$ cat config.mk
export PLATFORM = sky130hd
export DESIGN_NAME = param_commit
export DESIGN_NICKNAME = d
export VERILOG_FILES = /design/src/rtl/pulse_param_pkg.sv /design/src/rtl/period_counter.sv /design/src/rtl/param_commit.sv
export SDC_FILE = /design/constraint.sdc
export NUM_CORES = 1
export LEC_CHECK = 0
export ABC_AREA = 1
export BUFFER_PORTS_ARGS = -buffer_cell sky130_fd_sc_hd__buf_2
export CAP_MARGIN = 20
export CORE_UTILIZATION = 55
export DETAILED_ROUTE_END_ITERATION = 8
export PLACE_DENSITY = 0.77
export SYNTH_ARGS = -nofsm -noshare
export SYNTH_HDL_FRONTEND = slang
export SYNTH_HIERARCHICAL = 1
export SYNTH_SLANG_ARGS = --single-unit
$ cat constraint.sdc
create_clock -name clk -period 8.5 [get_ports clk]
set_input_delay 1.7 -clock clk [delete_from_list [all_inputs] [get_ports clk]]
set_output_delay 1.7 -clock clk [all_outputs]
set_load 0.05 [all_outputs]
$ cat src/rtl/pulse_param_pkg.sv
// Shared constants, FSM state type and sum-width helper for the parameter commit path.
// Optional feature macro used by the top: PARAM_FORCE_EN.
package pulse_param_pkg;

    localparam int PKG_PER_W   = 32;
    localparam int PKG_WID_W   = 16;
    localparam int PKG_DEF_PER = 200000;
    localparam int PKG_MIN_PER = 4;

    // Two guard bits so the sum of three WID_W terms can never overflow.
    localparam int SUM_GUARD_W = 2;

    typedef enum logic [1:0] {
        ST_IDLE    = 2'd0,
        ST_CHECK   = 2'd1,
        ST_PENDING = 2'd2
    } state_t;

    function automatic int sum_width(input int wid_w);
        return wid_w + SUM_GUARD_W;
    endfunction

endpackage

$ cat src/rtl/period_counter.sv
// Free-running period counter: counts 0..per-1, flags the last count (wrap)
// and emits a registered one-cycle strobe for every count-0 cycle.
module period_counter
    import pulse_param_pkg::*;
#(
    parameter int PER_W = PKG_PER_W
) (
    input  logic             clk,
    input  logic             resetn,
    input  logic [PER_W-1:0] per,
    input  logic             restart,
    output logic             wrap,
    output logic             cyc_start
);

    logic [PER_W-1:0] r_cnt;
    logic             r_cyc_start;

    assign wrap      = (r_cnt == per - PER_W'(1));
    assign cyc_start = r_cyc_start;

    always_ff @(posedge clk or negedge resetn) begin
        if (!resetn) begin
            r_cnt       <= '0;
            r_cyc_start <= 1'b0;
        end else if (restart) begin
            // The restart cycle itself plays the role of count 0.
            r_cnt       <= PER_W'(1);
            r_cyc_start <= 1'b1;
        end else begin
            r_cyc_start <= (r_cnt == '0);
            r_cnt       <= wrap ? '0 : r_cnt + PER_W'(1);
        end
    end

endmodule

$ cat src/rtl/param_commit.sv
// Captures parameter sets from the register block, sanity-checks them and commits
// them atomically at a period boundary. Define PARAM_FORCE_EN to add force_commit.
module param_commit
    import pulse_param_pkg::*;
#(
    parameter int PER_W   = PKG_PER_W,
    parameter int WID_W   = PKG_WID_W,
    parameter int DEF_PER = PKG_DEF_PER,
    parameter int MIN_PER = PKG_MIN_PER
) (
    input  logic             clk,
    input  logic             resetn,
`ifdef PARAM_FORCE_EN
    input  logic             force_commit,
`endif
    input  logic             rx_done,
    input  logic [PER_W-1:0] per_in,
    input  logic [WID_W-1:0] p1wid_in,
    input  logic [WID_W-1:0] del_in,
    input  logic [WID_W-1:0] p2wid_in,
    input  logic             cp_in,
    input  logic             bl_in,
    input  logic             err_clr,
    output logic [PER_W-1:0] per,
    output logic [WID_W-1:0] p1wid,
    output logic [WID_W-1:0] del,
    output logic [WID_W-1:0] p2wid,
    output logic             cp,
    output logic             bl,
    output logic             cyc_start,
    output logic             pending,
    output logic             err,
    output logic [7:0]       commit_cnt
);

    localparam int SUM_W = sum_width(WID_W);

    state_t           r_state;
    logic [PER_W-1:0] r_per,   r_per_sh;
    logic [WID_W-1:0] r_p1wid, r_p1_sh;
    logic [WID_W-1:0] r_del,   r_del_sh;
    logic [WID_W-1:0] r_p2wid, r_p2_sh;
    logic             r_cp,    r_cp_sh;
    logic             r_bl,    r_bl_sh;
    logic             r_pending;
    logic             r_err;
    logic [7:0]       r_commit_cnt;

    logic [SUM_W-1:0] w_sum;
    logic [PER_W-1:0] w_sum_ext;
    logic             w_valid;
    logic             w_wrap;
    logic             w_restart;
    logic             w_commit;

    assign w_sum     = SUM_W'(r_p1_sh) + SUM_W'(r_del_sh) + SUM_W'(r_p2_sh);
    assign w_sum_ext = PER_W'(w_sum);
    assign w_valid   = (r_per_sh >= PER_W'(MIN_PER)) && (w_sum_ext < r_per_sh);

    // A fresh capture always beats a commit on the same cycle.
`ifdef PARAM_FORCE_EN
    logic w_force;
    assign w_force   = force_commit && (r_state == ST_PENDING) && !rx_done;
    assign w_restart = w_force;
    assign w_commit  = (r_state == ST_PENDING) && !rx_done && (w_wrap || w_force);
`else
    assign w_restart = 1'b0;
    assign w_commit  = (r_state == ST_PENDING) && !rx_done && w_wrap;
`endif

    period_counter #(
        .PER_W     (PER_W)
    ) u_period_counter (
        .clk       (clk),
        .resetn    (resetn),
        .per       (r_per),
        .restart   (w_restart),
        .wrap      (w_wrap),
        .cyc_start (cyc_start)
    );

    always_ff @(posedge clk or negedge resetn) begin
        if (!resetn) begin
            r_state      <= ST_IDLE;
            r_per        <= PER_W'(DEF_PER);
            r_p1wid      <= '0;
            r_del        <= '0;
            r_p2wid      <= '0;
            r_cp         <= 1'b0;
            r_bl         <= 1'b1;
            r_per_sh     <= '0;
            r_p1_sh      <= '0;
            r_del_sh     <= '0;
            r_p2_sh      <= '0;
            r_cp_sh      <= 1'b0;
            r_bl_sh      <= 1'b0;
            r_pending    <= 1'b0;
            r_err        <= 1'b0;
            r_commit_cnt <= '0;
        end else begin
            // Rejection below is assigned later, so it overrides a same-cycle clear.
            if (err_clr) begin
                r_err <= 1'b0;
            end
            if (rx_done) begin
                r_per_sh  <= per_in;
                r_p1_sh   <= p1wid_in;
                r_del_sh  <= del_in;
                r_p2_sh   <= p2wid_in;
                r_cp_sh   <= cp_in;
                r_bl_sh   <= bl_in;
                r_pending <= 1'b0;
                r_state   <= ST_CHECK;
            end else begin
                case (r_state)
                    ST_IDLE: begin
                        r_state <= ST_IDLE;
                    end
                    ST_CHECK: begin
                        if (w_valid) begin
                            r_pending <= 1'b1;
                            r_state   <= ST_PENDING;
                        end else begin
                            r_err     <= 1'b1;
                            r_state   <= ST_IDLE;
                        end
                    end
                    ST_PENDING: begin
                        if (w_commit) begin
                            r_per        <= r_per_sh;
                            r_p1wid      <= r_p1_sh;
                            r_del        <= r_del_sh;
                            r_p2wid      <= r_p2_sh;
                            r_cp         <= r_cp_sh;
                            r_bl         <= r_bl_sh;
                            r_commit_cnt <= r_commit_cnt + 8'd1;
                            r_pending    <= 1'b0;
                            r_state      <= ST_IDLE;
                        end
                    end
                    default: begin
                        r_pending <= 1'b0;
                        r_state   <= ST_IDLE;
                    end
                endcase
            end
        end
    end

    assign per        = r_per;
    assign p1wid      = r_p1wid;
    assign del        = r_del;
    assign p2wid      = r_p2wid;
    assign cp         = r_cp;
    assign bl         = r_bl;
    assign pending    = r_pending;
    assign err        = r_err;
    assign commit_cnt = r_commit_cnt;

endmodule

# ---- Yosys cells after proc, flatten, opt, wreduce, memory -nomap -nowiden
# Index checks and enable logic that the tools add are counted.
dict set report classes {
  mux 13
  n_shift 0
  div_mod_pow 0
  magnitude_cmp 2
  reduce_logical 8
  n_mul 0
  n_bitwise 1
  add_sub_neg 5
  eq_ne 6
}
# cell count
set op_table {}
lappend op_table {{$add A32 B1 Y32 const B} 1}
lappend op_table {{$eq A32 B32 Y1} 1}
lappend op_table {{$ge A32 B3 Y1 const B} 1}
lappend op_table {{$logic_not A32 Y1} 1}
lappend op_table {{$lt A18 B32 Y1} 1}
lappend op_table {{$mux W32} 1}
lappend op_table {{$sub A32 B1 Y32 const B} 1}
lappend op_table {{$add A17 B16 Y18} 1}
lappend op_table {{$add A16 B16 Y17} 1}
lappend op_table {{$add A8 B1 Y8 const B} 1}
lappend op_table {{$mux W1} 7}
lappend op_table {{$mux W2} 3}
lappend op_table {{$ne A3 B3 Y1 const B} 2}
lappend op_table {{$reduce_and A3 Y1} 2}
lappend op_table {{$pmux W2 S2} 1}
lappend op_table {{$logic_and A1 B1 Y1} 3}
lappend op_table {{$pmux W1 S3} 1}
lappend op_table {{$eq A2 B1 Y1 const B} 1}
lappend op_table {{$eq A2 B2 Y1 const B} 1}
lappend op_table {{$logic_not A2 Y1} 1}
lappend op_table {{$ne A2 B2 Y1 const B} 1}
lappend op_table {{$logic_not A1 Y1} 1}
lappend op_table {{$not A1 Y1} 1}
dict set report word_totals {
  romBits 0
  latch_bits 0
  elab_cells 53
  ramBits 0
  regBits 209
  input_bits 86
  output_inout_bits 93
  mem_count 0
}

# ---- Longest topological paths before layout
# Gate-level depths: netlist of run 1.
dict set report depth {
  word_depth 7
  ltp_mapped 21
  depth_no_buf 21
}

# ---- Cells and area by module
# The synthesis of run 1 kept the hierarchy.
# mod seq_area_each_um2 area_each_um2 n_inst cells_per_inst
set modules_own_cells {}
lappend modules_own_cells {param_commit 4413.0 8126.5 1 871}
lappend modules_own_cells {period_counter 825.8 3802.4 1 650}

# ---- Worst setup path after synthesis of run 1
# OpenSTA, ideal clock, no wires.
dict set report synth_path {
  path_type {reg2reg}
  from {register r_del_sh[1]}
  to {register r_err (netlist: err)}
  path_buffers 0
  t_required_ns 8.379
  path_stages_with_launch 22
  setup_slack_ns 5.361
  t_arrival_ns 3.017
  setup_ns 0.121
  synth_period_minus_slack_ns 3.139
  cell_sequence {dfrtp_1 -> inv_1 -> fa_1 -> inv_1 -> ha_1 -> inv_1 -> fa_1 -> nor3_2 -> nor2_1 -> o21ai_2 -> nand2_1 -> nand2_1 -> xor2_1 -> ha_1 -> a21oi_1 -> o21ai_0 -> a21oi_1 -> nand2_1 -> nand2_1 -> nand2_1 -> nand2_1 -> o21ai_1}
}
dict set report synth_via {
  elab_chain_cells 7
}
# item line
set synth_lines {}
lappend synth_lines {{start: declaration} param_commit.sv:41} ;# logic [WID_W-1:0] r_del, r_del_sh;
lappend synth_lines {{start signal: assignment} param_commit.sv:108} ;# r_del_sh <= del_in;
lappend synth_lines {{$add A16 B16 Y17} param_commit.sv:56} ;# assign w_sum = SUM_W'(r_p1_sh) + SUM_W'(r_del_sh) + SUM_W'(r_p2_sh);
lappend synth_lines {{$add A17 B16 Y18} param_commit.sv:56}
lappend synth_lines {{$lt A18 B32 Y1} param_commit.sv:58} ;# assign w_valid = (r_per_sh >= PER_W'(MIN_PER)) && (w_sum_ext < r_per_sh);
lappend synth_lines {{$logic_and A1 B1 Y1} param_commit.sv:58}
lappend synth_lines {{$mux W1} param_commit.sv:120} ;# if (w_valid) begin
lappend synth_lines {{$mux W1} param_commit.sv:115} ;# case (r_state)
lappend synth_lines {{$mux W1} param_commit.sv:105} ;# if (rx_done) begin
lappend synth_lines {{end signal: assignment} param_commit.sv:98} ;# r_err <= 1'b0;
lappend synth_lines {{end signal: assignment} param_commit.sv:103} ;# r_err <= 1'b0;
lappend synth_lines {{end signal: assignment} param_commit.sv:124} ;# r_err <= 1'b1;
lappend synth_lines {{end: declaration} param_commit.sv:46} ;# logic r_err;
# No other way between the ends.
# A chain may end at the register's enable or synchronous reset.

# ---- Worst setup path in the final report of run 1
dict set report layout_path {
  from {register r_per[2] (netlist: per[2])}
  to {register r_p1wid[10] (netlist: p1wid[10])}
}
dict set report layout_via {
  elab_chain_cells 4
}
# item line
set layout_lines {}
lappend layout_lines {{start: declaration} param_commit.sv:39} ;# logic [PER_W-1:0] r_per, r_per_sh;
lappend layout_lines {{start signal: assignment} param_commit.sv:85} ;# r_per <= PER_W'(DEF_PER);
lappend layout_lines {{start signal: assignment} param_commit.sv:130} ;# r_per <= r_per_sh;
lappend layout_lines {{$sub A32 B1 Y32} period_counter.sv:19} ;# assign wrap = (r_cnt == per - PER_W'(1));
lappend layout_lines {{$eq A32 B32 Y1} period_counter.sv:19}
lappend layout_lines {{net w_wrap} param_commit.sv:52} ;# logic w_wrap;
lappend layout_lines {{$logic_and A1 B1 Y1} param_commit.sv:68} ;# assign w_commit = (r_state == ST_PENDING) && !rx_done && w_wrap;
lappend layout_lines {{$reduce_and A3 Y1 (no line)} n/a}
lappend layout_lines {{end signal: assignment} param_commit.sv:131} ;# r_p1wid <= r_p1_sh;
lappend layout_lines {{end: declaration} param_commit.sv:40} ;# logic [WID_W-1:0] r_p1wid, r_p1_sh;
# The timed path passes the listed nets, and every way through them passes these cells.

==> qor.csv, run 1 <==
stage;metric;value;unit
run_status;status;finished, final reports clean;
grt;largest net degree at the start of global routing;127;
power_and_ir_drop;Sw Pwr;0.781;mW
power_and_ir_drop;Gate power share;19.0;%
cells_and_area;most frequent cells in the layout;nand2_1, dfrtp_1, inv_1, buf_2, o21ai_0;
die;Horiz. Die Dim;149;um
setup_path;Worst Path Required;8.91;ns
detailed_routing;antenna viol nets, final;0;
grt;first-pass GRT wire length;51.6;mm
sta;count of final hold-check violations;0;
synthesis;Yosys warnings;6;
synthesis;cell area after synthesis;11900;sq um
hold_path;hold path start;commit_cnt[7];
power_and_ir_drop;peak supply drop;0.143;mV
setup_path;CP max stage delay;0.78;ns
clock_tree;Hold Buf Count CTS;0;
synthesis;register area share after synthesis;43.9;%
sta;setup TNS;0;ns
detailed_routing;WL final;32.8;mm
power_and_ir_drop;Cell Pwr Density;197;nW/um^2
setup_path;Worst Setup EP;p1wid[10];
die;io pins;179;
sta;post-route clock period utilization;50.7;%
clock_tree;clock sinks;209;
setup_path;CP Class;reg2reg;
detailed_routing;drt first pass iters;7;
clock_tree;Num CTS Buffers;23;
synthesis;Synth Instances;1521;
setup_path;CP startpoint kind;flip-flop;
sta;WHS;0.473;ns
setup_path;crit path cell chain;nor2_1 > nand2_1 > nor2_4 > nand2_1 > o21ai_0 > nand2_1 > nor3_1 > nand3b_1 > nor3_1 > nand3_4 > buf_4 > o21ai_0;
flow_run;MaxCap Viol Count;0;
power_and_ir_drop;Switching Share;28.5;%
placed_design;Final Wtd Congestion;0.982;
setup_path;worst r2r dst;p1wid[10];
detailed_routing;Avg WL per Cell;16.6;um
placed_design;DP Wirelength;24.3;mm
synthesis;adder-cell share of the synthesized area;6.63;%
synthesis;Synth Area in Compound Gates;10.1;%
setup_path;crit-path leading delay family;simple AND/OR/NAND/NOR gates;
placed_design;IO buf count;178;
clock_tree;htree depth;1;
sta;worst slew pin tran;1.05;ns
clock_tree;post-CTS setup buffer count;0;
clock_tree;clk slew on worst S/H paths;0.06;ns
setup_path;CP Launch Point;per[2];
clock_tree;clk buf depth;3;
sta;RSZ-0062 raised after global routing;no;
setup_path;slowest stage cell, crit path;nand3_4;
setup_path;Critical R2R Launch;per[2];
detailed_routing;via count;10591;
sta;max-slew violations;0;
detailed_routing;DR iter-0 viols;894;
power_and_ir_drop;clock power share;42.2;%
clock_tree;Post-CTS Resized;0;
setup_path;critical-path maximum fanout;93;
power_and_ir_drop;Leak;7.30;nW
setup_path;CP endpoint kind;flip-flop;
grt;initial antenna violation count;3;
sta;Worst Skew;0.0151;ns
synthesis;per-instance average area after synthesis;7.84;sq um
detailed_routing;drt drc;0;
cells_and_area;share of layout cells above drive strength 1;16.2;%
power_and_ir_drop;Seq pwr share;38.8;%
synthesis;#FFs+latches synth;209;
sta;final setup vio count;0;
synthesis;mux cell area share after synthesis;0.0944;%
grt;total grt overflow;0;
cells_and_area;design area;13900;sq um
cells_and_area;final net count;1824;
grt;gr usage total;29.8;%
die;overall die area;22300;sq um
hold_path;HP Class;reg2reg;
sta;Slew HR;29.8;%
synthesis;largest family of logic cells by synthesized area;simple AND/OR/NAND/NOR gates;
clock_tree;CTS tree;built;
die;core area;21200;sq um
setup_path;Crit path arrival time;4.72;ns
synthesis;post-synth cell types;43;
sta;crit path time final;4.31;ns
setup_path;Critical Path Most Common Cell;nand2_1;
die;DIE HEIGHT;149;um
setup_path;cell depth of the worst setup path;12;
setup_path;CP Buf/Inv Count;1;
synthesis;largest area contributor in the synthesized netlist;dfrtp_1;
setup_path;R2R cell count;12;
synthesis;simple-gate share of the synthesized area;26.4;%
synthesis;Synth area leaders;dfrtp_1, nand2_1, inv_1;
setup_path;R2R Setup Slk;4.19;ns
sta;f_max;232;MHz
cells_and_area;most common cell after layout, fill and taps aside;nand2_1;
synthesis;Synth Area in XOR/XNOR;4.89;%
cells_and_area;Synth-to-Final Area Change;16.4;%
clock_tree;root buffer cell;clkbuf_16;
power_and_ir_drop;Internal;1.96;mW
grt;vias in the first global route;9910;
clock_tree;Worst-Skew Late Latency;0.53;ns
placed_design;placed cell areas;13000;sq um
synthesis;post-synth top area share;42.4;%
detailed_routing;post-DR vias/cell;5.35;
die;Initial Util;56.4;%
die;num rows;53;
==> logic make-up after synthesis <==
group,count (synthesis)
multiplexers,1
flip-flops,209
adder cells (fa/ha/maj),53
other,1
AND/OR/NAND/NOR,726
XOR/XNOR,65
buffers and inverters,237
AO/OA/AOI/OAI,229
==> power groups by stage <==
| stage | combinational (mW) | sequential (mW) | clock (mW) |
|---|---|---|---|
| floorplan | 0.357 | 1.07 | 0 |
| global placement | 0.489 | 1.08 | 0 |
| detailed placement | 0.509 | 1.08 | 0 |
| CTS | 0.516 | 1.06 | 1.17 |
| global route | 0.592 | 1.07 | 1.22 |
| finish | 0.519 | 1.06 | 1.15 |
==> state kept, by name (all words and copies together), names as in the netlist, 2 cells and up <==
register and count:
p2wid 16, r_state 2, per 32, r_del_sh 16, del 16, r_p1_sh 16
u_period_counter/r_cnt 32, r_p2_sh 16, r_per_sh 32, commit_cnt 8, p1wid 16
==> per-layer routing <==
metal  share of wire, %  wire length, um  GRT usage [%]
met1                 44            14600           42.3
met2                 46            15200           46.6
met3                6.8             2220           4.74
met4                2.7              889           9.49
met5              0.024                8              0
==> metrics by stage <==
stage	worst slack, ns	utilization (%)	std cells	total power, mW
2_1_floorplan	5.36	-	1523	1.43
3_3_place_gp	4.40	61.4	1934	1.57
3_5_place_dp	4.30	61.4	1934	1.59
4_1_cts	4.27	65.5	1976	2.75
5_1_grt	3.69	65.7	1978	2.88
6_report	4.19	65.7	1978	2.74
==> area by class of cell <==
type,instances,area [sq um]
clock buffers,27,601
inverters,191,717
flip-flops and latches,209,5240
repair buffers,183,960
clock inverters,15,280
well taps,275,344
multi-input cells,1077,5750
diodes,1,2.50
fillers,1787,7260
==> Yosys cell counts <==
| master | n |
|---|---|
| or2_2 | 4 |
| o211ai_1 | 2 |
| nand3_1 | 58 |
| o21bai_1 | 3 |
| dfstp_2 | 7 |
| buf_6 | 3 |
| o21ai_2 | 2 |
| nand3_2 | 3 |
| o21a_1 | 2 |
| nor2_2 | 18 |
| o41ai_1 | 1 |
| xor2_1 | 41 |
| xnor2_1 | 23 |
| dfrtp_1 | 202 |
| buf_2 | 24 |
| o21ai_0 | 139 |
| nor2_1 | 137 |
| nor4_1 | 14 |
| a21oi_1 | 24 |
| o21ai_4 | 1 |
| a21oi_2 | 1 |
| a31oi_1 | 1 |
| xnor3_1 | 1 |
| fa_1 | 17 |
| ha_1 | 36 |
| nand4_1 | 24 |
| buf_4 | 2 |
| nand3b_1 | 9 |
| and3_1 | 2 |
| nand2_2 | 6 |
| nor3_2 | 2 |
| clkbuf_1 | 17 |
| nor3_1 | 24 |
| a21o_1 | 2 |
| or2_0 | 3 |
| inv_1 | 191 |
| o21ai_1 | 50 |
| nand3_4 | 1 |
| nor2_4 | 8 |
| a21oi_4 | 1 |
| mux2_1 | 1 |
| conb_1 | 1 |
| nand2_1 | 413 |
==> how the worst min path moves through the flow <==
| stage | endpoint | depth (start not counted) | slack, ns |
|---|---|---|---|
| after detailed placement | commit_cnt[7] | 1 | 0.46 |
| after floorplan | bl | 2 | 0.47 |
| after global routing | commit_cnt[7] | 1 | 0.49 |
| final | commit_cnt[7] | 1 | 0.47 |
| after global placement | commit_cnt[7] | 1 | 0.46 |
| after CTS | commit_cnt[7] | 1 | 0.47 |
Power figures use the tool's default switching activity.
==> run 2: changes to the inputs <==
==> constraint.sdc (replaced) <==
create_clock -name clk -period 4.3 [get_ports clk]
set_input_delay 0.86 -clock clk [delete_from_list [all_inputs] [get_ports clk]]
set_output_delay 0.86 -clock clk [all_outputs]
set_load 0.05 [all_outputs]
==> qor.csv, run 2 (synthesized netlist as in run 1, its figures left out) <==
stage;metric;value;unit
sta;final setup margin;0.697;ns
die;core area;21200;sq um
power_and_ir_drop;Leak;7.30;nW
hold_path;HP Class;in2async;
sta;crit path time final;3.60;ns
sta;max-slew violations;0;
setup_path;CP max stage delay;0.51;ns
flow_run;MaxCap Viol Count;0;
grt;gr usage total;29.9;%
die;Initial Util;56.4;%
detailed_routing;drt first pass iters;6;
sta;final setup vio count;0;
sta;post-route clock period utilization;83.8;%
grt;first-pass GRT wire length;52.1;mm
detailed_routing;Avg WL per Cell;16.2;um
placed_design;pre-CTS setup slack;0.715;ns
die;DIE HEIGHT;149;um
detailed_routing;drt drc;0;
clock_tree;CTS tree;built;
setup_path;crit path cell chain;nor2_1 > nand2_1 > nor2_4 > nand2_1 > o21ai_0 > nand2_1 > nor3_1 > nand3b_1 > nor3_1 > nand3_4 > buf_4 > nand2_1 > o21ai_0;
power_and_ir_drop;Seq pwr share;39.7;%
power_and_ir_drop;Sw Pwr;1.52;mW
clock_tree;Worst-Skew Late Latency;0.53;ns
power_and_ir_drop;Switching Share;28.8;%
setup_path;CP startpoint kind;flip-flop;
placed_design;Final Wtd Congestion;0.962;
sta;Worst Skew;0.0118;ns
clock_tree;Hold Buf Count CTS;0;
detailed_routing;antenna viol nets, final;0;
power_and_ir_drop;Internal;3.76;mW
sta;f_max;278;MHz
sta;count of final hold-check violations;0;
placed_design;DP Wirelength;24.3;mm
die;num rows;53;
clock_tree;htree depth;1;
power_and_ir_drop;peak supply drop;0.336;mV
clock_tree;root buffer cell;clkbuf_16;
grt;initial antenna violation count;1;
cells_and_area;Diodes inserted;0;
die;overall die area;22300;sq um
setup_path;Crit path arrival time;3.97;ns
sta;setup TNS;0;ns
cells_and_area;Synth-to-Final Area Change;16.3;%
cells_and_area;share of layout cells above drive strength 1;16.5;%
power_and_ir_drop;Cell Pwr Density;381;nW/um^2
setup_path;critical-path maximum fanout;88;
die;io pins;179;
sta;Slew HR;46.9;%
detailed_routing;WL final;32.2;mm
run_status;status;finished, final reports clean;
die;Horiz. Die Dim;149;um
sta;RSZ-0062 raised after global routing;no;
clock_tree;clk slew on worst S/H paths;0.06;ns
placed_design;IO buf count;178;
grt;total grt overflow;0;
power_and_ir_drop;Gate power share;19.2;%
grt;largest net degree at the start of global routing;90;
clock_tree;Num CTS Buffers;23;
sta;worst slew pin tran;0.797;ns
setup_path;slowest stage cell, crit path;nor3_1;
setup_path;Critical Path Most Common Cell;nand2_1;
clock_tree;clk buf depth;3;
cells_and_area;final net count;1829;
setup_path;CP Class;reg2reg;
setup_path;CP endpoint kind;flip-flop;
cells_and_area;most frequent cells in the layout;nand2_1, dfrtp_1, inv_1, buf_2, o21ai_0;
clock_tree;Post-CTS Resized;0;
grt;vias in the first global route;10023;
clock_tree;clock sinks;209;
detailed_routing;via count;10504;
detailed_routing;DR iter-0 viols;720;
cells_and_area;most common cell after layout, fill and taps aside;nand2_1;
detailed_routing;post-DR vias/cell;5.30;
power_and_ir_drop;clock power share;41.1;%
setup_path;Worst Path Required;4.67;ns
clock_tree;post-CTS setup buffer count;0;
run 2: cell types whose count changed in the layout (fill, tap and decap cells not counted):
cell and delta:
diode_2 -1, clkinv_4 -3, buf_4 +6, bufinv_16 -3, buf_16 -1, clkbuf_8 +5
clkinvlp_4 +2, clkbuf_1 -1
run 2: critical path, delay by kind of cell (launching register included):
family | cells | cell delay [ns]
and+or+nand+nor | 10 | 2.20
DFF | 1 | 0.43
buffers and inverters | 1 | 0.39
AOI/OAI and AO/OA | 2 | 0.35
run 2: final timing paths:
path | start | to | slack, ns | cells after the start
setup / recovery | per[2] | p1wid[11] | 0.70 | 13
hold / removal | resetn | r_cp_sh | 0.37 | 1
setup reg to reg | per[2] | p1wid[11] | 0.70 | 13
hold reg to reg | commit_cnt[7] | commit_cnt[7] | 0.48 | 1
max in group asynchronous | resetn | per[17] | 2.95 | 2
min in group clk | commit_cnt[7] | commit_cnt[7] | 0.48 | 1
run 2: area by class of cell:
type | instances | area [sq um]
well taps | 275 | 344
clock inverters | 11 | 179
inverters | 191 | 717
flip-flops and latches | 209 | 5240
fillers | 1816 | 7280
repair buffers | 188 | 977
multi-input cells | 1077 | 5750
clock buffers | 31 | 666
run 2: metal layers:
metal / vias to the layer above / global-route usage, % / share of wire, %
met1: 4932 / 42.8 / 46
met5: - / 0 / 0.040
met2: 340 / 47.9 / 46
met4: 2 / 6.84 / 1.9
li1: 5178 / - / -
met3: 52 / 4.62 / 6.6
run 2: power groups by stage:
stage	logic, mW	clock network (mW)	registers, mW
3_3_place_gp	0.987	0	2.13
2_1_floorplan	0.706	0	2.12
4_1_cts	1.01	2.20	2.10
5_1_grt	1.17	2.28	2.11
6_report	1.01	2.17	2.10
3_5_place_dp	1.00	0	2.14
run 2: stage by stage:
| stage | util, % | instance area (sq um) | cells | hold slack, ns | power (mW) |
|---|---|---|---|---|---|
| after floorplan | - | 11900 | 1523 | 0.473 | 2.83 |
| after global placement | 61.6 | 13000 | 1940 | 0.453 | 3.12 |
| after detailed placement | 61.6 | 13000 | 1940 | 0.468 | 3.14 |
| after CTS | 65.6 | 13900 | 1982 | 0.400 | 5.32 |
| after global routing | 65.6 | 13900 | 1982 | 0.425 | 5.55 |
| final | 65.6 | 13900 | 1982 | 0.373 | 5.29 |
